`src/rtl/cordic_pkg.sv`:
```
// Shared definitions for the CORDIC sine generator: default widths,
// quadrant codes and the sample sequencer state encoding.
package cordic_pkg;

   localparam int W_DEF     = 20;
   localparam int ACC_W_DEF = 32;

   localparam logic [2:0] Q1 = 3'd1;
   localparam logic [2:0] Q2 = 3'd2;
   localparam logic [2:0] Q3 = 3'd3;
   localparam logic [2:0] Q4 = 3'd4;

   typedef enum logic [2:0] {
      ST_IDLE   = 3'd0,
      ST_LAUNCH = 3'd1,
      ST_WAIT   = 3'd2,
      ST_MAP    = 3'd3,
      ST_HOLD   = 3'd4
   } seq_state_t;

endpackage

```
`src/rtl/cordic_quadrant_unmap.sv`:
```
// Combinational quadrant un-mapping of a CORDIC result back to the full
// circle; negations saturate so the most negative value never wraps.
module cordic_quadrant_unmap
   import cordic_pkg::*;
#(
   parameter int W = W_DEF
) (
   input  logic [2:0]   quad,
   input  logic [W-1:0] x,
   input  logic [W-1:0] y,
   output logic [W-1:0] cos_val,
   output logic [W-1:0] sin_val
);

   localparam logic [W-1:0] MOST_NEG = {1'b1, {(W-1){1'b0}}};
   localparam logic [W-1:0] MOST_POS = {1'b0, {(W-1){1'b1}}};

   function automatic logic [W-1:0] sat_neg(input logic [W-1:0] v);
      if (v == MOST_NEG) return MOST_POS;
      return -v;
   endfunction

   always_comb begin
      cos_val = x;
      sin_val = y;
      case (quad)
         Q2: begin
            cos_val = sat_neg(y);
            sin_val = x;
         end
         Q3: begin
            cos_val = sat_neg(x);
            sin_val = sat_neg(y);
         end
         default: ;
      endcase
   end

endmodule

```
`src/rtl/cordic_sample_sequencer.sv`:
```
// Phase accumulator and sample sequencer for the CORDIC sine generator:
// reduces phase, drives the rotation core, un-maps and streams cos/sin.
module cordic_sample_sequencer
   import cordic_pkg::*;
#(
   parameter int W       = W_DEF,
   parameter int ACC_W   = ACC_W_DEF,
   parameter int TIMEOUT = 64
) (
   input  logic             clk,
   input  logic             rst,
   input  logic             en,
   input  logic [ACC_W-1:0] fcw,
   output logic             core_start,
   output logic [W-1:0]     core_angle,
   input  logic             core_done,
   input  logic [W-1:0]     core_x,
   input  logic [W-1:0]     core_y,
   output logic             sample_valid,
   input  logic             sample_ready,
   output logic [W-1:0]     sample_cos,
   output logic [W-1:0]     sample_sin,
   output logic [2:0]       sample_quad,
   output logic             err_timeout,
   output logic [2:0]       dbg_state
);

   // Stream handshake: a sample transfers on a rising edge where
   // sample_valid and sample_ready are both high; until then every sample
   // output is frozen, and sample_valid never drops without a transfer.

   localparam int              CNT_W   = $clog2(TIMEOUT);
   localparam logic [CNT_W-1:0] CNT_MAX = CNT_W'(TIMEOUT - 1);

   seq_state_t       state, state_nxt;
   logic [ACC_W-1:0] acc;
   logic [W-1:0]     phase;
   logic [2:0]       quad_r;
   logic [W-1:0]     x_r, y_r;
   logic [W-1:0]     map_cos, map_sin;
   logic [CNT_W-1:0] cnt;

   assign phase     = acc[ACC_W-1 -: W];
   assign dbg_state = state;

   cordic_quadrant_unmap #(.W(W)) u_unmap (
      .quad    (quad_r),
      .x       (x_r),
      .y       (y_r),
      .cos_val (map_cos),
      .sin_val (map_sin)
   );

   always_ff @(posedge clk) begin
      if (rst) state <= ST_IDLE;
      else     state <= state_nxt;
   end

   always_comb begin
      state_nxt    = state;
      core_start   = 1'b0;
      sample_valid = 1'b0;
      case (state)
         ST_IDLE:   if (en) state_nxt = ST_LAUNCH;
         ST_LAUNCH: begin
            core_start = 1'b1;
            state_nxt  = ST_WAIT;
         end
         // A done arriving on the expiry cycle still completes the sample.
         ST_WAIT: begin
            if (core_done)           state_nxt = ST_MAP;
            else if (cnt == CNT_MAX) state_nxt = ST_IDLE;
         end
         ST_MAP:    state_nxt = ST_HOLD;
         ST_HOLD: begin
            sample_valid = 1'b1;
            if (sample_ready) state_nxt = ST_IDLE;
         end
         default:   state_nxt = ST_IDLE;
      endcase
   end

   always_ff @(posedge clk) begin
      if (rst) begin
         acc         <= '0;
         core_angle  <= '0;
         quad_r      <= Q1;
         x_r         <= '0;
         y_r         <= '0;
         cnt         <= '0;
         sample_cos  <= '0;
         sample_sin  <= '0;
         sample_quad <= Q1;
         err_timeout <= 1'b0;
      end else begin
         case (state)
            ST_IDLE: begin
               if (en) begin
                  // Fourth quadrant maps to the equivalent negative angle.
                  core_angle <= (phase[W-1:W-2] == 2'b11) ? {2'b11, phase[W-3:0]}
                                                          : {2'b00, phase[W-3:0]};
                  quad_r     <= {1'b0, phase[W-1:W-2]} + 3'd1;
               end
            end
            ST_LAUNCH: cnt <= '0;
            ST_WAIT: begin
               if (core_done) begin
                  x_r <= core_x;
                  y_r <= core_y;
               end else begin
                  cnt <= cnt + CNT_W'(1);
                  if (cnt == CNT_MAX) err_timeout <= 1'b1;
               end
            end
            ST_MAP: begin
               sample_cos  <= map_cos;
               sample_sin  <= map_sin;
               sample_quad <= quad_r;
            end
            ST_HOLD: if (sample_ready) acc <= acc + fcw;
            default: ;
         endcase
      end
   end

endmodule

```
`config.mk`:
```
export PLATFORM = sky130hd
export DESIGN_NAME = cordic_sample_sequencer
export DESIGN_NICKNAME = d
export VERILOG_FILES = /design/src/rtl/cordic_pkg.sv /design/src/rtl/cordic_quadrant_unmap.sv /design/src/rtl/cordic_sample_sequencer.sv
export SDC_FILE = /design/constraint.sdc
export NUM_CORES = 1
export LEC_CHECK = 0
export CAP_MARGIN = 20
export CELL_PAD_IN_SITES_DETAIL_PLACEMENT = 1
export CELL_PAD_IN_SITES_GLOBAL_PLACEMENT = 1
export CORE_MARGIN = 2
export CORE_UTILIZATION = 39
export DETAILED_ROUTE_END_ITERATION = 12
export PLACE_DENSITY = 0.82
export SYNTH_ARGS = -nofsm -noshare
export SYNTH_HDL_FRONTEND = slang
export SYNTH_SLANG_ARGS = --single-unit
```
`constraint.sdc`:
```
create_clock -name clk -period 3.2 [get_ports clk]
set_input_delay 0.64 -clock clk [delete_from_list [all_inputs] [get_ports clk]]
set_output_delay 0.64 -clock clk [all_outputs]
set_load 0.02 [all_outputs]
```
Word level (Yosys, flattened, before mapping)
Index checks and enable logic that the tools add are counted.

Word-level logic and storage cells: 61. Flip-flop bits (word level): 148. Bits of input ports: 77.

Reduce and logical (&&, ||, !) cells: 8. Bitwise logic cells: 1. Equality and inequality tests: 14. Multiplexer cells: 22. Add/subtract/negate cells: 5.

Operators with widths (count): 20-bit two-way mux (6); 20-bit case mux with 2 select lines (2); 20-bit == test (second input constant) (2); 20-bit negator (2); 32-bit adder (1); 3-bit case mux with 5 select lines (1); 3-bit by 2-bit == test with 1-bit output (second input constant) (4); 3-bit two-way mux (4); 6-bit case mux with 2 select lines (1); 2-bit AND reduction (4); 1-bit two-way mux (7); 6-bit by 1-bit adder with 6-bit output (second input constant) (1); 6-bit == test (second input constant) (1); 6-bit two-way mux (1); 2-bit inequality test (second input constant) (3); 3-bit AND reduction (2); 2-bit by 1-bit adder with 3-bit output (second input constant) (1); 3-bit by 1-bit == test with 1-bit output (second input constant) (1); 3-bit == test (second input constant) (1); 3-bit zero test (1); 3-bit inequality test (second input constant) (1); 2-bit == test (second input constant) (1); 2-bit nonzero test (1); 1-bit NOT (1).

Logic depth before layout (Yosys ltp)
Gate-level depths: netlist of run 1.

Depth after elaboration: 5. Gate-level depth with buffers: 10. Depth with buffers taken out: 9.

Modules after synthesis
A second synthesis of run 1 with hierarchy kept.

Cells, all modules: 1201. Area, all modules: 8783.4 µm².

Modules (own cells, without submodules): cordic_sample_sequencer (sequential area each 2922.8 µm², instances 1, area each 7010.5 µm², cells an instance 913); cordic_quadrant_unmap (sequential area each 0.0 µm², instances 1, area each 1773.0 µm², cells an instance 288).

Worst setup path before layout of run 1
No wires, ideal clock.

Path type: input-to-reg. Start point: input fcw[0]. End point: register acc[28]. Buffers on the path: 0. Stages: 9. Slack: 0.252 ns. Arrival: 2.827 ns. Setup time: 0.120 ns. Cell sequence: ha_1 > fa_1 > a21o_1 > a221o_1 > a2111oi_2 > o41ai_2 > a211oi_1 > or4_1 > nand3_1.

Cells in the longest elaborated chain, start to end: 1.

RTL lines: start: declaration (RTL line cordic_sample_sequencer.sv:13) `input logic [ACC_W-1:0] fcw,`; 32-bit adder (RTL line cordic_sample_sequencer.sv:120) `ST_HOLD: if (sample_ready) acc <= acc + fcw;`; end signal: assignment (RTL line cordic_sample_sequencer.sv:120); end: declaration (RTL line cordic_sample_sequencer.sv:36) `logic [ACC_W-1:0] acc;`.

No other way between the ends. A chain may end at the register's enable or synchronous reset.

Final worst setup path of run 1
Ends and elaborated chain as after synthesis.

==> results by group, run 1 <==
Power
  • Psw: 1400 uW
  • Pleak: 0.00439 uW
  • P per Cell Area: 444 nW/um2
  • Comb pwr share: 0.173
  • P_int: 3620 uW
  • Flop pwr share: 0.378
  • Maximum vdd ir drop: 0.342 mV
  • Switch share: 0.279
  • Pwr Total: 5020 uW
  • Clock power share: 0.449

Clock tree
  • Clock Path Buffers: 2
  • CTS Hold Bufs: 0
  • TritonCTS Sinks: 146
  • Number of CTS-inserted buffers: 17
  • Clk_lat worst skew: 430 ps
  • CTS tree: yes
  • Clk pin slew, worst setup/hold paths: 60 ps
  • H-Tree Depth: 4
  • Root Buffer: clkbuf_16

Run status
  • Outcome: finished clean

Cells and area
  • Area Overhead vs Synth: 32.1%
  • Commonest non-fill, non-tap cell in the layout: nand2_1
  • Layout fillers: 2661
  • Fin nets: 1405
  • Fin cells: 1585
  • Most frequent cells in the layout: nand2_1, a21oi_1, dfxtp_1
  • Share of cells above drive strength 1: 0.119

Floorplan
  • DIE HEIGHT: 152 um
  • Rows: 54
  • Die area: 23200 um2
  • # IOs: 146
  • Placeable Area: 21700 um2
  • Die Span X: 152 um
  • Starting Density: 0.395

STA
  • Slew @ Worst Pin: 806 ps
  • FMAX: 319 MHz
  • RSZ-0062 raised after global routing: yes
  • Post-route clock period utilization: 0.979
  • Pins over their slew limit: 0
  • Relative slew slack: 0.461
  • Min cycle time layout: 3130 ps
  • Clock skew: 12.5 ps
  • Hold Slack: 452 ps
  • Final Hold Violating Endpoints: 0
  • Final Setup Violations: 0

Worst setup path
  • Buffers plus inverters on the worst setup path: 2
  • CP endpoint kind: flop
  • Critical path's slowest cell: clkdlybuf4s50_1
  • Critical path class: in2reg
  • Critical path required time: 3500 ps
  • R2R setup slack: 380 ps
  • Arrival time at the worst endpoint: 3430 ps
  • Crit start category: input port
  • Slowest stage delay, CP: 410 ps
  • Worst Path Max Fanout: 3
  • CP delay by family, top: compound AO/OA/AOI/OAI gates
  • Crit-path cells: clkdlybuf4s50_1 -> ha_2 -> fa_2 -> a21o_1 -> a221o_1 -> a2111oi_4 -> buf_4 -> o41ai_4 -> a211oi_2 -> or4_4 -> nand3_1

Synth
  • Synth Warn #: 0
  • Post-synth cell types: 79
  • Synthesized instance count: 1122
  • Synth Cell Area: 8560 um2
  • Post-synth EDFFs: 0
  • Mux contribution to synthesized area: 0.0168
  • Syn Nets: 1235
  • Post-synthesis compound-gate area fraction: 0.255
  • XOR/XNOR share of the synthesized area: 0.0368
  • Ys async rst share: 0
  • Largest family of logic cells by synthesized area: compound AO/OA/AOI/OAI gates
  • Simple-Gate Fraction of Synth Area: 0.241
  • Synthesized area per cell: 7.63 um2
  • Post-Synth Adder-Cell Area: 0.0535
  • Sequential-to-total area share from yosys stat: 0.341
  • Top_reg_cell synth: dfxtp_1
  • Yosys reg bits: 146

Global route
  • Total grt overflow: 0
  • Vias in the first global route: 9312
  • GR Util All Layers: 0.262
  • Largest net degree at the start of global routing: 54
  • First-pass GRT wire length: 49500 um
  • Initial antenna violation count: 1

Routing
  • Drc violations: 0
  • Drt pass-1 iters: 5
  • Via density per instance: 5.89
  • Total Wirelength: 31300 um
  • Initial DRC Count: 826
  • Via count: 9333
  • Antenna Nets Post-Route: 0
  • Avg WL per Cell: 19.8 um

Placement
  • Placer Congestion: 0.895
  • IO buf count: 145
  • Dpl cells: 1552
  • Hpwl dp: 22800 um

Min path
  • Hold crit path type: reg2reg

Flow run
  • Max-Cap Viols: 0
-- final timing paths --
kind	from	end	cells past startpoint
worst min register to register	sample_sin[12]	sample_sin[12]	2
worst max-delay path	fcw[0]	acc[28]	11
worst max register to register	x_r[1]	sample_cos[0]	10
worst min-delay path	sample_sin[12]	sample_sin[12]	2
-- stage by stage --
step	TNS (ps)	instance area, um2	setup slack (ps)	util
2_1_floorplan	0	8560	252	-
3_3_place_gp	-1080	10600	-256	0.489
3_5_place_dp	-2310	10600	-392	0.489
4_1_cts	0	11300	9.22	0.519
5_1_grt	-56.1	11300	-29.7	0.522
6_report	0	11300	68.8	0.522
-- synthesized netlist by cell type (5+ instances only) --
cell,count,area [um2]
ha_1,35,438
a31oi_1,13,81.3
nor4_1,8,50.1
a311oi_1,10,87.6
a21oi_1,148,741
buf_2,5,25.0
nand3_1,28,140
mux2i_1,11,110
or4_1,6,45.0
or2_2,6,37.5
nand4_1,15,93.8
nor2_1,85,319
dfxtp_1,146,2920
nand2b_1,5,31.3
o221ai_1,8,70.1
xor2_1,17,149
nor3b_1,5,37.5
inv_1,13,48.8
xnor2_1,19,166
o211ai_1,12,90.1
and3_1,5,31.3
nand2_1,220,826
a221o_1,5,50.1
clkbuf_8,8,110
o21ai_0,49,245
a21o_1,22,165
nor3_1,35,175
o22ai_1,7,43.8
or3_1,6,37.5
a211oi_1,25,188
nand3b_1,6,45.0
o31ai_1,9,67.6
clkbuf_1,61,229
-- cell families (layout without fill, tap and decap cells) --
kind of cell	after synthesis	in the layout
fa+ha+maj	36	36
other cells	0	1
mux	14	14
simple gates	448	448
compound gates	345	345
buf+inv	97	279
xor+xnor	36	36
flops	146	146
-- layer usage --
layer / part of all wire / vias up / GRT usage / wire length (um)
met5: 0 / - / 0 / 0
met4: 0.023 / 0 / 0.0774 / 712
met3: 0.062 / 63 / 0.0506 / 1960
met2: 0.46 / 297 / 0.427 / 14500
met1: 0.45 / 4594 / 0.353 / 14100
li1: - / 4379 / - / -
-- registers in the layout, summed over array words and instances (netlist names) --
register	count
core_angle	19
sample_quad	3
dbg_state	3
quad_r	2
cnt	6
sample_sin	20
x_r	20
err_timeout	1
acc	32
y_r	20
sample_cos	20
-- area by class of cell --
cell class                 instances  area [um2]  area share
multi-input combinational        879        5210       0.461
timing repair buffer             235        2120       0.188
clock buffer                      18         439      0.0388
clock inverter                    13         210      0.0186
antenna                            1        2.50    0.000221
tap                              280         350      0.0310
sequential                       146        2920       0.258
inverter                          13        48.8     0.00431
-- worst register-to-register path, stage by stage (launching register included) --
cell and delay [ps]:
dfxtp_1 320, inv_1 100, ha_1 250, or4b_4 520
nor4_4 320, buf_4 180, nand4_1 280, nand2_1 370
a21oi_1 130, a2bb2oi_1 170, nor2_1 100
-- timing repair --
action	in CTS	in global routing
resized for setup	1	7
buffers inserted	0	1
gates cloned	0	0
setup endpoints to repair	1	2
pin swaps	0	8
-- power groups by stage --
stage | clock network, uW | registers, uW | logic, uW
6_report | 2250 | 1900 | 868
5_1_grt | 2340 | 1900 | 938
4_1_cts | 2270 | 1900 | 856
3_5_place_dp | 0 | 1940 | 843
3_3_place_gp | 0 | 1930 | 822
2_1_floorplan | 0 | 1930 | 501
Power figures use the tool's default switching activity.
==> run 2: changes to the inputs <==
- CORE_UTILIZATION: 39 -> 42
- GPL_ROUTABILITY_DRIVEN: unset -> 0
- MAX_ROUTING_LAYER: unset -> met4
- PLACE_DENSITY: 0.82 -> 0.88
- clock period: 3.2 -> 4 ns (I/O delays scaled with it)
==> results by group, run 2 (same netlist as run 1, synthesis figures left out) <==
Global route
  • Global route hottest layer: met2
  • First-pass GRT wire length: 47700 um
  • Met3 usage: 0.0497
  • Initial antenna violation count: 0
  • Largest net degree at the start of global routing: 57
  • GR Util All Layers: 0.283
  • Total grt overflow: 0
  • GR Util met1: 0.375
  • Met2 Use GR: 0.431
  • Vias in the first global route: 8968

STA
  • Post-route clock period utilization: 0.877
  • Relative slew slack: 0.425
  • Final Setup Violations: 0
  • Slew @ Worst Pin: 860 ps
  • Clock skew: 8.24 ps
  • RSZ-0062 raised after global routing: no
  • Final Hold Violating Endpoints: 0
  • Setup TNS: 0 ps
  • FMAX: 285 MHz
  • Pins over their slew limit: 0
  • Min cycle time layout: 3510 ps

Clock tree
  • Clock Path Buffers: 2
  • CTS resizes: 0
  • Clk_lat worst skew: 430 ps
  • Clk pin slew, worst setup/hold paths: 70 ps
  • H-Tree Depth: 4
  • Postcts setup bufs: 0
  • CTS Hold Bufs: 0
  • Number of CTS-inserted buffers: 17
  • CTS tree: yes
  • TritonCTS Sinks: 146
  • Root Buffer: clkbuf_16

Routing
  • Drc violations: 0
  • Via density per instance: 6.08
  • Avg WL per Cell: 20.0 um
  • Via count: 9134
  • Drt pass-1 iters: 5
  • Total Wirelength: 30100 um
  • Initial DRC Count: 745
  • Antenna Nets Post-Route: 0

Worst setup path
  • Crit start category: input port
  • Worst Path Max Fanout: 5
  • Critical path class: in2reg
  • Critical path required time: 4320 ps
  • FF-to-FF path depth: 9
  • Arrival time at the worst endpoint: 3830 ps
  • CP endpoint kind: flop

Floorplan
  • Placeable Area: 20100 um2
  • Die area: 21500 um2
  • Starting Density: 0.426
  • Die Span X: 147 um
  • Rows: 52
  • DIE HEIGHT: 147 um
  • # IOs: 146

Power
  • Comb pwr share: 0.171
  • Pleak: 0.00397 uW
  • Maximum vdd ir drop: 0.322 mV
  • Flop pwr share: 0.407
  • P per Cell Area: 353 nW/um2
  • Clock power share: 0.423
  • Pwr Total: 3750 uW
  • Switch share: 0.301
  • P_int: 2620 uW
  • Psw: 1130 uW

Placement
  • IO buf count: 145
  • Hpwl dp: 21300 um

Cells and area
  • Area Overhead vs Synth: 24.2%
  • Layout fillers: 2431
  • Reg area: 2920 um2
  • Multi-input gate area: 5170 um2
  • Most frequent cells in the layout: nand2_1, a21oi_1, dfxtp_1
  • Fin nets: 1332
  • N_diodes: 0
  • Number of flip-flops in the largest register: 32
  • Share of cells above drive strength 1: 0.0633
  • Register with the most flip-flops: acc
  • Commonest non-fill, non-tap cell in the layout: nand2_1

Min path
  • Hold crit path type: reg2reg
  • WHS Path Cells: 2

Run status
  • Outcome: finished clean

Flow run
  • Max-Cap Viols: 0
==> run 2: cell types whose count changed in the layout (fill, tap and decap cells not counted), moves of 2 or more <==
cell / change
buf_4: -74
bufinv_16: -4
inv_6: +4
ha_1: +2
ha_2: -2
==> run 2: power groups by stage <==
stage,Combinational (uW),Clock [uW],Sequential [uW]
final,641,1590,1530
after global routing,694,1650,1530
after CTS,628,1580,1520
after detailed placement,615,0,1560
after global placement,596,0,1550
after floorplan,401,0,1540
==> run 2: path summary, 6_finish.rpt <==
path	start	end	slack (ps)
min reg2reg	sample_cos[8]	sample_cos[8]	460
min	sample_cos[8]	sample_cos[8]	460
max reg2reg	x_r[1]	sample_cos[6]	910
max	fcw[0]	acc[28]	490
==> run 2: final cells by class <==
class,instances,area share
Clock buffer,18,0.0413
Clock inverter,14,0.0122
Inverter,13,0.00459
Multi-Input combinational cell,879,0.487
Sequential cell,146,0.275
Tap cell,270,0.0318
Timing Repair Buffer,162,0.149
==> run 2: per-layer routing <==
metal / up-vias / wire length [um]
li1: 4233 / -
met1: 4436 / 13400
met2: 387 / 13700
met3: 78 / 2040
met4: 0 / 945
met5: - / 0
==> run 2: worst max-delay path: stages <==
cell             delay [ps]
clkdlybuf4s50_1         410
ha_1                    240
fa_1                    420
a21o_1                  220
a221o_1                 380
a2111oi_2               530
o41ai_2                 250
a211oi_1                320
or4_1                   180
nand3_1                  80
==> run 2: metrics by stage <==
stage / cell area (um2) / util / setup slack [ps] / cells / hold WS, ps
6_report: 10600 / 0.529 / 494 / 1502 / 456
5_1_grt: 10600 / 0.529 / 392 / 1502 / 480
4_1_cts: 10600 / 0.528 / 552 / 1501 / 457
3_5_place_dp: 10100 / 0.500 / 134 / 1469 / 449
3_3_place_gp: 10100 / 0.500 / 219 / 1469 / 432
2_1_floorplan: 8560 / - / 892 / 1122 / 436
==> patch, RTL diff (flow settings as in run 1) <==
Change the parameter `TIMEOUT` from 64 to 128.
--- a/src/rtl/cordic_sample_sequencer.sv
+++ b/src/rtl/cordic_sample_sequencer.sv
@@ -6,5 +6,5 @@
    parameter int W       = W_DEF,
    parameter int ACC_W   = ACC_W_DEF,
-   parameter int TIMEOUT = 64
+   parameter int TIMEOUT = 128
 ) (
    input  logic             clk,
Check against the original RTL: no difference found for any inputs over 10 cycles, from zero or initial values and one cycle with rst high; that may be too few to reach the edited logic, so the function may still have changed.
==> patch against run 1 <==
  * Combinational power decreased by 4.1%
  * Sequential share of layout area increased by 0.80 points
  * Total power decreased by 5.3%
  * Largest power group unchanged
  * Routed wire length decreased by 6.1%
  * Design area decreased by 2.4%
  * Sequential cell count increased by 1
  * Worst setup slack improved by 0.033 ns
  * Synthesized area decreased by 3.7%
==> patch: results (changes against run 1) <==
Wirelength per Cell=18.8 um (was 19.8 um); initial antenna violation count=4 (was 1); net count after synthesis=1209 (was 1235); Iter 0 DRT Violations=487 (was 826); final weighted congestion of routability-driven global placement=0.896 (was 0.895); Worst Hold Endpoint=core_angle[15]$_SDFFE_PP0P_ (was sample_sin[12]$_SDFFE_PP0P_); Worst Min Path Start=core_angle[15]$_SDFFE_PP0P_ (was sample_sin[12]$_SDFFE_PP0P_); worst hold margin=0.454 ns (was 0.452 ns); peak supply drop=347 uV (was 342 uV); top post-synthesis cells by area=sky130_fd_sc_hd__dfxtp_1 36%, sky130_fd_sc_hd__nand2_1 10%, sky130_fd_sc_hd__a21oi_1 8.9%, sky130_fd_sc_hd__ha_1 5.3%, sky130_fd_sc_hd__nor2_1 4.4% (was sky130_fd_sc_hd__dfxtp_1 34%, sky130_fd_sc_hd__nand2_1 9.6%, sky130_fd_sc_hd__a21oi_1 8.6%, sky130_fd_sc_hd__ha_1 5.1%, sky130_fd_sc_hd__nor2_1 3.7%); run status=finished, final reports clean (unchanged); startpoint of the lowest-slack register-to-register path=y_r[7]$_SDFFE_PP0P_ (was x_r[1]$_SDFFE_PP0P_); ratio of cells with drive above 1 in the final layout=10.7% (was 11.9%); leakage power total=4.31 nW (was 4.39 nW); fill cell instance count of the final layout=2581 (was 2661); crit path max fanout=4 (was 3); number of global-route vias before repair=8800 (was 9312); top-area cell type share of the netlist area=35.7% (was 34.1%); pin count of the biggest net entering global routing=55 (was 54); first-pass GRT wire length=46800 um (was 49500 um); R2R Path End=sample_sin[15]$_SDFFE_PP0P_ (was sample_cos[0]$_SDFFE_PP0P_); number of vias per cell=5.62 (was 5.89); register-to-register path setup slack=0.32 ns (was 0.38 ns); cell count of the worst reg-to-reg path=7 (was 10); vias=8777 (was 9333); leading post-synthesis cells by instance count=226 x sky130_fd_sc_hd__nand2_1, 147 x sky130_fd_sc_hd__a21oi_1, 147 x sky130_fd_sc_hd__dfxtp_1 (was 220 x sky130_fd_sc_hd__nand2_1, 148 x sky130_fd_sc_hd__a21oi_1, 146 x sky130_fd_sc_hd__dfxtp_1); cell total after placement=1525 (was 1552); all-layer global routing usage=26.5% (was 26.2%); endpoint arrival time on the critical path=3.42 ns (was 3.43 ns); hpwl dp=21400 um (was 22800 um); nets@finish=1382 (was 1405); most common flop cell mapped by yosys=sky130_fd_sc_hd__dfxtp_1 (unchanged); count of cell types in the netlist=62 (was 79)
patch: final cells by class:
type	instances	area share [%]
multi-input combinational	862	45.5
sequential	147	26.6
timing repair buffer	229	18.9
clock buffer	18	3.98
tap	275	3.12
clock inverter	14	1.28
inverter	12	0.408
antenna	4	0.0906
patch: repair_timing:
item | CTS | global route
gates resized for setup | 1 | 12
endpoints found under the setup margin | 1 | 8
pin swaps | 0 | 1
patch: worst max-delay path by stage:
stage,start,to,slack [ns]
after global placement,fcw[6],acc[31]$_SDFFE_PP0P_,-0.48
after floorplan,fcw[8],acc[31]$_SDFFE_PP0P_,0.15
after global routing,fcw[8],acc[31]$_SDFFE_PP0P_,0.002
after detailed placement,fcw[6],acc[31]$_SDFFE_PP0P_,-0.51
final,fcw[8],acc[31]$_SDFFE_PP0P_,0.10
after CTS,fcw[8],acc[31]$_SDFFE_PP0P_,0.004
patch: layer usage:
layer  track usage, %  vias to the layer above  wire length (um)
li1                 -                     4214                 -
met1             35.8                     4273             13300
met2             43.3                      249             14000
met3             3.73                       41              1500
met4             9.43                        0               614
met5                0                        -                 0
patch: cells by family (layout without fill, tap and decap cells):
group / Yosys count / count (layout) / share of synthesized area, %
flip-flops: 147 / 147 / 35.7
AND/OR/NAND/NOR: 452 / 452 / 24.8
other: 0 / 4 / 0
buffers and inverters: 87 / 273 / 4.19
XOR/XNOR: 48 / 48 / 5.10
AO/OA/AOI/OAI: 319 / 319 / 23.8
multiplexers: 7 / 7 / 0.880
adder cells (fa/ha/maj): 36 / 36 / 5.55
patch: through the flow:
stage          setup slack (ns)  power (mW)  cell area [um2]
2_1_floorplan             0.151        2.43             8250
3_3_place_gp             -0.483        2.75            10400
3_5_place_dp             -0.511        2.77            10400
4_1_cts                 0.00413        4.79            11000
5_1_grt                 0.00188        4.96            11000
6_report                  0.102        4.75            11000
patch: power breakdown:
| group | leakage (nW) | total [mW] | internal [mW] | switching, mW |
|---|---|---|---|---|
| logic | 2.84 | 0.832 | 0.366 | 0.466 |
| clock network | 0.279 | 2.01 | 1.12 | 0.892 |
| registers | 1.19 | 1.91 | 1.86 | 0.0497 |
| total | 4.31 | 4.75 | 3.34 | 1.41 |
patch: worst max-delay path, delay by kind of cell:
family	cells	cell delay (ns)
simple gates	2	0.53
buf+inv	2	0.68
fa+ha+maj	1	0.23
compound gates	5	0.76
mux	2	0.57
